**config.mk**
```make
export PLATFORM = sky130hd
export DESIGN_NAME = urv_console_uart
export DESIGN_NICKNAME = d
export VERILOG_FILES = /design/src/rtl/urv_console_pkg.sv /design/src/rtl/urv_sync_fifo.sv /design/src/rtl/urv_console_uart.sv
export SDC_FILE = /design/constraint.sdc
export NUM_CORES = 1
export LEC_CHECK = 0
export ABC_AREA = 1
export ABC_CLOCK_PERIOD_IN_PS = 2300
export CORE_UTILIZATION = 55
export DETAILED_ROUTE_END_ITERATION = 8
export PLACE_DENSITY = 0.79
export SETUP_SLACK_MARGIN = 0.4
export SYNTH_ARGS = -nofsm -noshare
export SYNTH_HDL_FRONTEND = slang
export SYNTH_SLANG_ARGS = --single-unit
```
**constraint.sdc**
```tcl
create_clock -name wclk -period 2.3 [get_ports wclk]
set_input_delay 0.46 -clock wclk [delete_from_list [all_inputs] [get_ports wclk]]
set_output_delay 0.46 -clock wclk [all_outputs]
set_load 0.03 [all_outputs]
```
**src/rtl/urv_console_pkg.sv**
```systemverilog
// Shared definitions for the console UART: register offsets, STATUS bit
// positions, transmitter state encoding and the STATUS word packer.
package urv_console_pkg;

   // Register offsets within the 8-byte window
   localparam logic [2:0] TXDATA_OFS = 3'd0;
   localparam logic [2:0] STATUS_OFS = 3'd4;

   // STATUS bit positions
   localparam int ST_FULL    = 0;
   localparam int ST_EMPTY   = 1;
   localparam int ST_BUSY    = 2;
   localparam int ST_OVF     = 3;
   localparam int ST_DONE    = 4;
   localparam int ST_LVL_LSB = 8;
   localparam int ST_LVL_MSB = 12;

   // Transmitter state encoding
   localparam logic [1:0] S_IDLE  = 2'd0;
   localparam logic [1:0] S_START = 2'd1;
   localparam logic [1:0] S_DATA  = 2'd2;
   localparam logic [1:0] S_STOP  = 2'd3;

   typedef enum logic [1:0] {
      IDLE  = S_IDLE,
      START = S_START,
      DATA  = S_DATA,
      STOP  = S_STOP
   } tx_state_t;

   // Assemble the STATUS word; unlisted bits read as zero
   function automatic logic [31:0] pack_status(
      input logic       full,
      input logic       empty,
      input logic       busy,
      input logic       ovf,
      input logic       done,
      input logic [4:0] lvl
   );
      logic [31:0] s;
      s = '0;
      s[ST_FULL]                = full;
      s[ST_EMPTY]               = empty;
      s[ST_BUSY]                = busy;
      s[ST_OVF]                 = ovf;
      s[ST_DONE]                = done;
      s[ST_LVL_MSB:ST_LVL_LSB]  = lvl;
      return s;
   endfunction

endpackage

```
**src/rtl/urv_sync_fifo.sv**
```systemverilog
// Single-clock FIFO with combinational head read. A push while full is only
// accepted when a pop happens in the same cycle; otherwise it is ignored and
// the parent decides whether that counts as an overflow.
module urv_sync_fifo #(
   parameter int DEPTH = 16,
   parameter int WIDTH = 8
) (
   input  logic                     wclk,
   input  logic                     rst,
   input  logic                     push,
   input  logic [WIDTH-1:0]         wr_data,
   input  logic                     pop,
   output logic [WIDTH-1:0]         rd_data,
   output logic                     full,
   output logic                     empty,
   output logic [$clog2(DEPTH):0]   level
);
   localparam int AW = $clog2(DEPTH);
   localparam int LW = AW + 1;

   logic [WIDTH-1:0] mem [DEPTH];
   logic [AW-1:0]    wr_ptr_reg;
   logic [AW-1:0]    rd_ptr_reg;
   logic [LW-1:0]    level_reg;
   logic             push_ok;
   logic             pop_ok;

   assign full    = (level_reg == LW'(DEPTH));
   assign empty   = (level_reg == '0);
   assign level   = level_reg;
   assign pop_ok  = pop && !empty;
   assign push_ok = push && (!full || pop_ok);
   assign rd_data = mem[rd_ptr_reg];

   // Storage array, written only on an accepted push (no reset on the data)
   always_ff @(posedge wclk) begin
      if (push_ok) begin
         mem[wr_ptr_reg] <= wr_data;
      end
   end

   // Pointers wrap naturally because DEPTH is a power of two
   always_ff @(posedge wclk or negedge rst) begin
      if (!rst) begin
         wr_ptr_reg <= '0;
         rd_ptr_reg <= '0;
         level_reg  <= '0;
      end else begin
         if (push_ok) begin
            wr_ptr_reg <= wr_ptr_reg + AW'(1);
         end
         if (pop_ok) begin
            rd_ptr_reg <= rd_ptr_reg + AW'(1);
         end
         case ({push_ok, pop_ok})
            2'b10:   level_reg <= level_reg + LW'(1);
            2'b01:   level_reg <= level_reg - LW'(1);
            default: level_reg <= level_reg;
         endcase
      end
   end

endmodule

```
**src/rtl/urv_console_uart.sv**
```systemverilog
// Memory-mapped console transmitter: TXDATA stores are staged one cycle,
// queued in a FIFO and sent as 8N1 frames on txd_o. STATUS is readable and
// done_o latches once a 0xFF byte has completed its stop bit.
module urv_console_uart
   import urv_console_pkg::*;
#(
   parameter logic [31:0] BASE_ADDR  = 32'h1000_0000,
   parameter int          CLK_DIV    = 16,
   parameter int          FIFO_DEPTH = 16
) (
   input  logic        wclk,
   input  logic        rst,
   input  logic [31:0] dm_addr_i,
   input  logic [31:0] dm_data_s_i,
   input  logic [3:0]  dm_data_select_i,
   input  logic        dm_store_i,
   input  logic        dm_load_i,
   output logic        hit_o,
   output logic [31:0] dm_data_l_o,
   output logic        txd_o,
   output logic        done_o
);
   localparam int            LW        = $clog2(FIFO_DEPTH) + 1;
   localparam int            BW        = $clog2(CLK_DIV);
   localparam logic [BW-1:0] BAUD_LAST = BW'(CLK_DIV - 1);

   // Bus decode
   logic        sel_txdata;
   logic        sel_status;
   logic        store_txdata;
   logic        clr_ovf;
   logic [31:0] status_word;
   logic        unused_bits;

   // Staged push, FIFO and overflow tracking
   logic          stage_valid_reg;
   logic [7:0]    stage_byte_reg;
   logic          overflow_reg;
   logic [31:0]   rdata_reg;
   logic [7:0]    fifo_rd_data;
   logic          fifo_full;
   logic          fifo_empty;
   logic [LW-1:0] fifo_level;
   logic          pop_req;

   // Transmitter
   tx_state_t     state_reg;
   logic [BW-1:0] baud_reg;
   logic [2:0]    bit_reg;
   logic [7:0]    shift_reg;
   logic [7:0]    byte_reg;
   logic          txd_reg;
   logic          done_reg;

   assign hit_o        = (dm_addr_i[31:3] == BASE_ADDR[31:3]);
   assign sel_txdata   = (dm_addr_i[2] == TXDATA_OFS[2]);
   assign sel_status   = (dm_addr_i[2] == STATUS_OFS[2]);
   assign store_txdata = dm_store_i && hit_o && sel_txdata && dm_data_select_i[0];
   assign clr_ovf      = dm_store_i && hit_o && sel_status && dm_data_select_i[0]
                         && dm_data_s_i[ST_OVF];
   assign unused_bits  = ^{dm_addr_i[1:0], dm_data_s_i[31:8], dm_data_select_i[3:1]};

   assign status_word = pack_status(fifo_full, fifo_empty, state_reg != IDLE,
                                    overflow_reg, done_reg, 5'(fifo_level));

   assign txd_o       = txd_reg;
   assign done_o      = done_reg;
   assign dm_data_l_o = rdata_reg;

   // The transmitter takes the head byte when idle, or straight from the end
   // of a stop bit so queued frames follow each other without a gap
   always_comb begin
      pop_req = 1'b0;
      if (!fifo_empty) begin
         if (state_reg == IDLE) begin
            pop_req = 1'b1;
         end else if (state_reg == STOP && baud_reg == BAUD_LAST) begin
            pop_req = 1'b1;
         end
      end
   end

   urv_sync_fifo #(
      .DEPTH (FIFO_DEPTH),
      .WIDTH (8)
   ) u_fifo (
      .wclk    (wclk),
      .rst     (rst),
      .push    (stage_valid_reg),
      .wr_data (stage_byte_reg),
      .pop     (pop_req),
      .rd_data (fifo_rd_data),
      .full    (fifo_full),
      .empty   (fifo_empty),
      .level   (fifo_level)
   );

   // Stage TXDATA stores, track overflow and register load data
   always_ff @(posedge wclk or negedge rst) begin
      if (!rst) begin
         stage_valid_reg <= 1'b0;
         stage_byte_reg  <= '0;
         overflow_reg    <= 1'b0;
         rdata_reg       <= '0;
      end else begin
         stage_valid_reg <= store_txdata;
         if (store_txdata) begin
            stage_byte_reg <= dm_data_s_i[7:0];
         end
         // A dropped byte wins over a same-cycle clear so it is never missed
         if (stage_valid_reg && fifo_full && !pop_req) begin
            overflow_reg <= 1'b1;
         end else if (clr_ovf) begin
            overflow_reg <= 1'b0;
         end
         if (dm_load_i && hit_o) begin
            rdata_reg <= sel_status ? status_word : 32'h0;
         end
      end
   end

   // 8N1 serialiser: start bit, eight data bits LSB first, stop bit
   always_ff @(posedge wclk or negedge rst) begin
      if (!rst) begin
         state_reg <= IDLE;
         baud_reg  <= '0;
         bit_reg   <= '0;
         shift_reg <= '0;
         byte_reg  <= '0;
         txd_reg   <= 1'b1;
         done_reg  <= 1'b0;
      end else begin
         case (state_reg)
            IDLE: begin
               if (!fifo_empty) begin
                  shift_reg <= fifo_rd_data;
                  byte_reg  <= fifo_rd_data;
                  baud_reg  <= '0;
                  txd_reg   <= 1'b0;
                  state_reg <= START;
               end
            end
            START: begin
               if (baud_reg == BAUD_LAST) begin
                  baud_reg  <= '0;
                  bit_reg   <= '0;
                  txd_reg   <= shift_reg[0];
                  state_reg <= DATA;
               end else begin
                  baud_reg <= baud_reg + BW'(1);
               end
            end
            DATA: begin
               if (baud_reg == BAUD_LAST) begin
                  baud_reg <= '0;
                  if (bit_reg == 3'd7) begin
                     txd_reg   <= 1'b1;
                     state_reg <= STOP;
                  end else begin
                     bit_reg   <= bit_reg + 3'd1;
                     shift_reg <= {1'b0, shift_reg[7:1]};
                     txd_reg   <= shift_reg[1];
                  end
               end else begin
                  baud_reg <= baud_reg + BW'(1);
               end
            end
            STOP: begin
               if (baud_reg == BAUD_LAST) begin
                  baud_reg <= '0;
                  if (byte_reg == 8'hFF) begin
                     done_reg <= 1'b1;
                  end
                  if (!fifo_empty) begin
                     shift_reg <= fifo_rd_data;
                     byte_reg  <= fifo_rd_data;
                     txd_reg   <= 1'b0;
                     state_reg <= START;
                  end else begin
                     state_reg <= IDLE;
                  end
               end else begin
                  baud_reg <= baud_reg + BW'(1);
               end
            end
            default: begin
               state_reg <= IDLE;
               txd_reg   <= 1'b1;
            end
         endcase
      end
   end

endmodule
```
==> impl_metrics.toml <==
[outcome]
outcome = "finished, violations left"
violations = "design-rule violations"

[cells_and_area]
regMostFlops = "u_fifo.mem"
drive_gt1_frac = 0.226
antennaDiodeCount = 0
nNetsFinal = 953
syn_to_final_growth_pct = 23.8
largest_reg_flops = 128
finalNonFillerCells = 1065
stdcell_area_sq_um = 10400

[floorplanning]
io_pins = 107
die_area_sq_um = 15700
die_w_um = 125
dieHeight_um = 125
start_util = 0.570
row_count = 44
coreArea_sq_um = 14700

[timing]
drv_slew = 0
period_needed_ps = 2020
skew_ps = 13.7
setup_viol = 0
period_share = 0.880
final.setup.tns_ps = 0
rsz0062_at_grt = "yes"
hold_ws_ps = 45.4
hold_viol = 0
max_freq_mhz = 494
worst_slew_pin_slew_ps = 723
max-slew-margin-rel = 0.518

[setup_path]
reg2reg_depth = 9
cp_slowest_cell = "dfrtp_2"
cp_top_family = "buffers and inverters"
reg2reg_slack_ps = 280
cp_max_fo = 8
critical_path.most_common_cell = "nand2_4"
worst-setup-path-type = "reg -> reg"
cp.required_ps = 2500
worstPathArrival_ps = 2220
path_cells = "ha_4 > nand4_1 > nand2_4 > buf_6 > o21ai_4 > clkinv_4 > nand2_4 > nor2_1 > buf_4"
end_kind = "flop"
critPathLaunchType = "flop"
crit_cells = 9
slowest_delay_ps = 450
crit_buf_inv = 3

[clock_network]
numCtsBuffers = 17
cts_tree = "yes"
cts_hold_buf = 0
clk_latency_ps = 440
cts_buffer_depth = 2
cts_root_buf = "clkbuf_16"
htreeDepth = 4
cts.sinks = 188
clkTransAtPathRegs_ps = 70

[synth]
syn_avg_cell_area_sq_um = 11.1
yosysTopAreaCell = "edfxtp_1"
ys_types = 45
ys_seq_area_frac = 0.638
netlist_area_sq_um = 8380
synth_cells = 755
synth_edf_count = 128
synth_seq_cells = 188
async_reset_ff_frac = 0.319
ys.flop_type = "edfxtp_1"
synth.area.top_cells = "edfxtp_1 (46%), dfrtp_1 (18%), nand2_1 (5.2%)"
yosys_warnings = 0
synth.top_cell.area_share = 0.459

[job]
maxCapViolCount = 0

[grt]
gr-total-overflow = 0
grt_pass1_wl_um = 31000
grt_max_degree = 39
grt_pass1_vias = 6169
antenna_found_initial = 0
track_usage = 0.259

[route]
drt_iter0_drc = 702
ant_nets = 0
wl_met1_um = 8010
wire_per_inst_um = 19.9
wl_met2_um = 11200
drcViolationCount = 8
finalWirelength_um = 21200
first_pass_iters = 8
top_layer = "met4"
vias = 6261
viasPerCell = 5.88
dr_wl_met3_um = 1460

[place]
gp_congestion = 0.839
dpl-instance-area_sq_um = 9130
portBuffers = 55
dp_hpwl_um = 12100
dp_cells = 991

[power]
p_leak_uw = 0.00387
power.density_nw_per_um2 = 657
peakVddDrop_mv = 0.630

[min_path]
hold_class = "in -> async"
==> report_power, final <==
part           total [uW]  leakage [uW]  internal [uW]  switching (uW)
sequential           3580       0.00170           3580           0.247
clock                3050      0.000297           1730            1320
combinational         186       0.00187           73.0             113
total                6820       0.00387           5380            1430
==> final timing paths <==
path	startpoint	endpoint
max	state_reg[0]	u_fifo.mem[3][3]
min	rst	bit_reg[0]
max reg2reg	state_reg[0]	u_fifo.mem[3][3]
min reg2reg	dm_data_l_o[9]	dm_data_l_o[9]
max in group asynchronous	rst	u_fifo.level[1]
min in group wclk	dm_data_l_o[9]	dm_data_l_o[9]
==> per-layer routing <==
metal / up-vias / GRT usage
li1: 2854 / -
met1: 3038 / 0.327
met2: 312 / 0.440
met3: 57 / 0.0458
met4: 0 / 0.112
met5: - / 0
==> logic make-up after synthesis <==
logic type,Yosys count,share of synthesized area
compound gates,159,0.120
buf+inv,97,0.0623
xor+xnor,10,0.0105
other cells,1,0.000448
flops,188,0.638
fa+ha+maj,13,0.0194
simple gates,287,0.149
==> worst reg2reg max path: cells and delay by family (launching register included) <==
family	cells	cell delay, ps
AOI/OAI and AO/OA	1	180
DFF	1	450
and+or+nand+nor	4	480
buffers and inverters	3	490
adders and majority gates	1	180
==> layout make-up <==
class | instances | area [sq um]
flip-flops and latches | 188 | 5350
fillers | 920 | 4320
multi-input cells | 491 | 2860
repair buffers | 125 | 1130
clock buffers | 17 | 425
well taps | 184 | 230
inverters | 45 | 190
clock inverters | 15 | 184
==> what timing repair did <==
action                                  CTS  global route
pin swaps                                25            34
buffers inserted                         27            15
resized for setup                        82            80
endpoints found under the setup margin  156           147
==> cells in the mapped netlist, types with 9 or more instances <==
cell,n
a31oi_1,9
buf_4,26
clkbuf_1,17
dfrtp_1,59
edfxtp_1,128
ha_1,13
inv_1,34
nand2_1,116
nand3_1,19
nand4_1,13
nor2_1,111
o211ai_1,10
o21ai_0,73
o21ai_1,14
o21ai_2,10
o221ai_1,22
o22ai_1,9
xor2_1,9
==> placed cells by master (no fill, tap or decap), types with 10 or more instances in the layout <==
cell type        netlist  layout
edfxtp_1             128     128
nand2_1              116     103
nor2_1               111      95
o21ai_0               73      71
dfrtp_1               59      54
buf_4                 26      50
inv_1                 34      28
o221ai_1              22      22
conb_1                 1      22
dlygate4sd2_1          0      22
clkbuf_16              0      17
buf_6                  6      17
nand3_1               19      16
o21ai_1               14      14
clkdlybuf4s15_1        0      14
nand4_1               13      13
nor2_2                 2      12
clkdlybuf4s50_1        0      12
o21ai_2               10      11
o211ai_1              10      10
==> stage by stage <==
| step | utilization | total power [uW] | setup WS, ps |
|---|---|---|---|
| 2_1_floorplan | - | 3740 | 352 |
| 3_3_place_gp | 0.621 | 3820 | 136 |
| 3_5_place_dp | 0.621 | 3820 | 55.0 |
| 4_1_cts | 0.683 | 6810 | 262 |
| 5_1_grt | 0.706 | 6970 | 203 |
| 6_report | 0.706 | 6820 | 276 |
No activity file was read; power rests on OpenSTA's default activity.
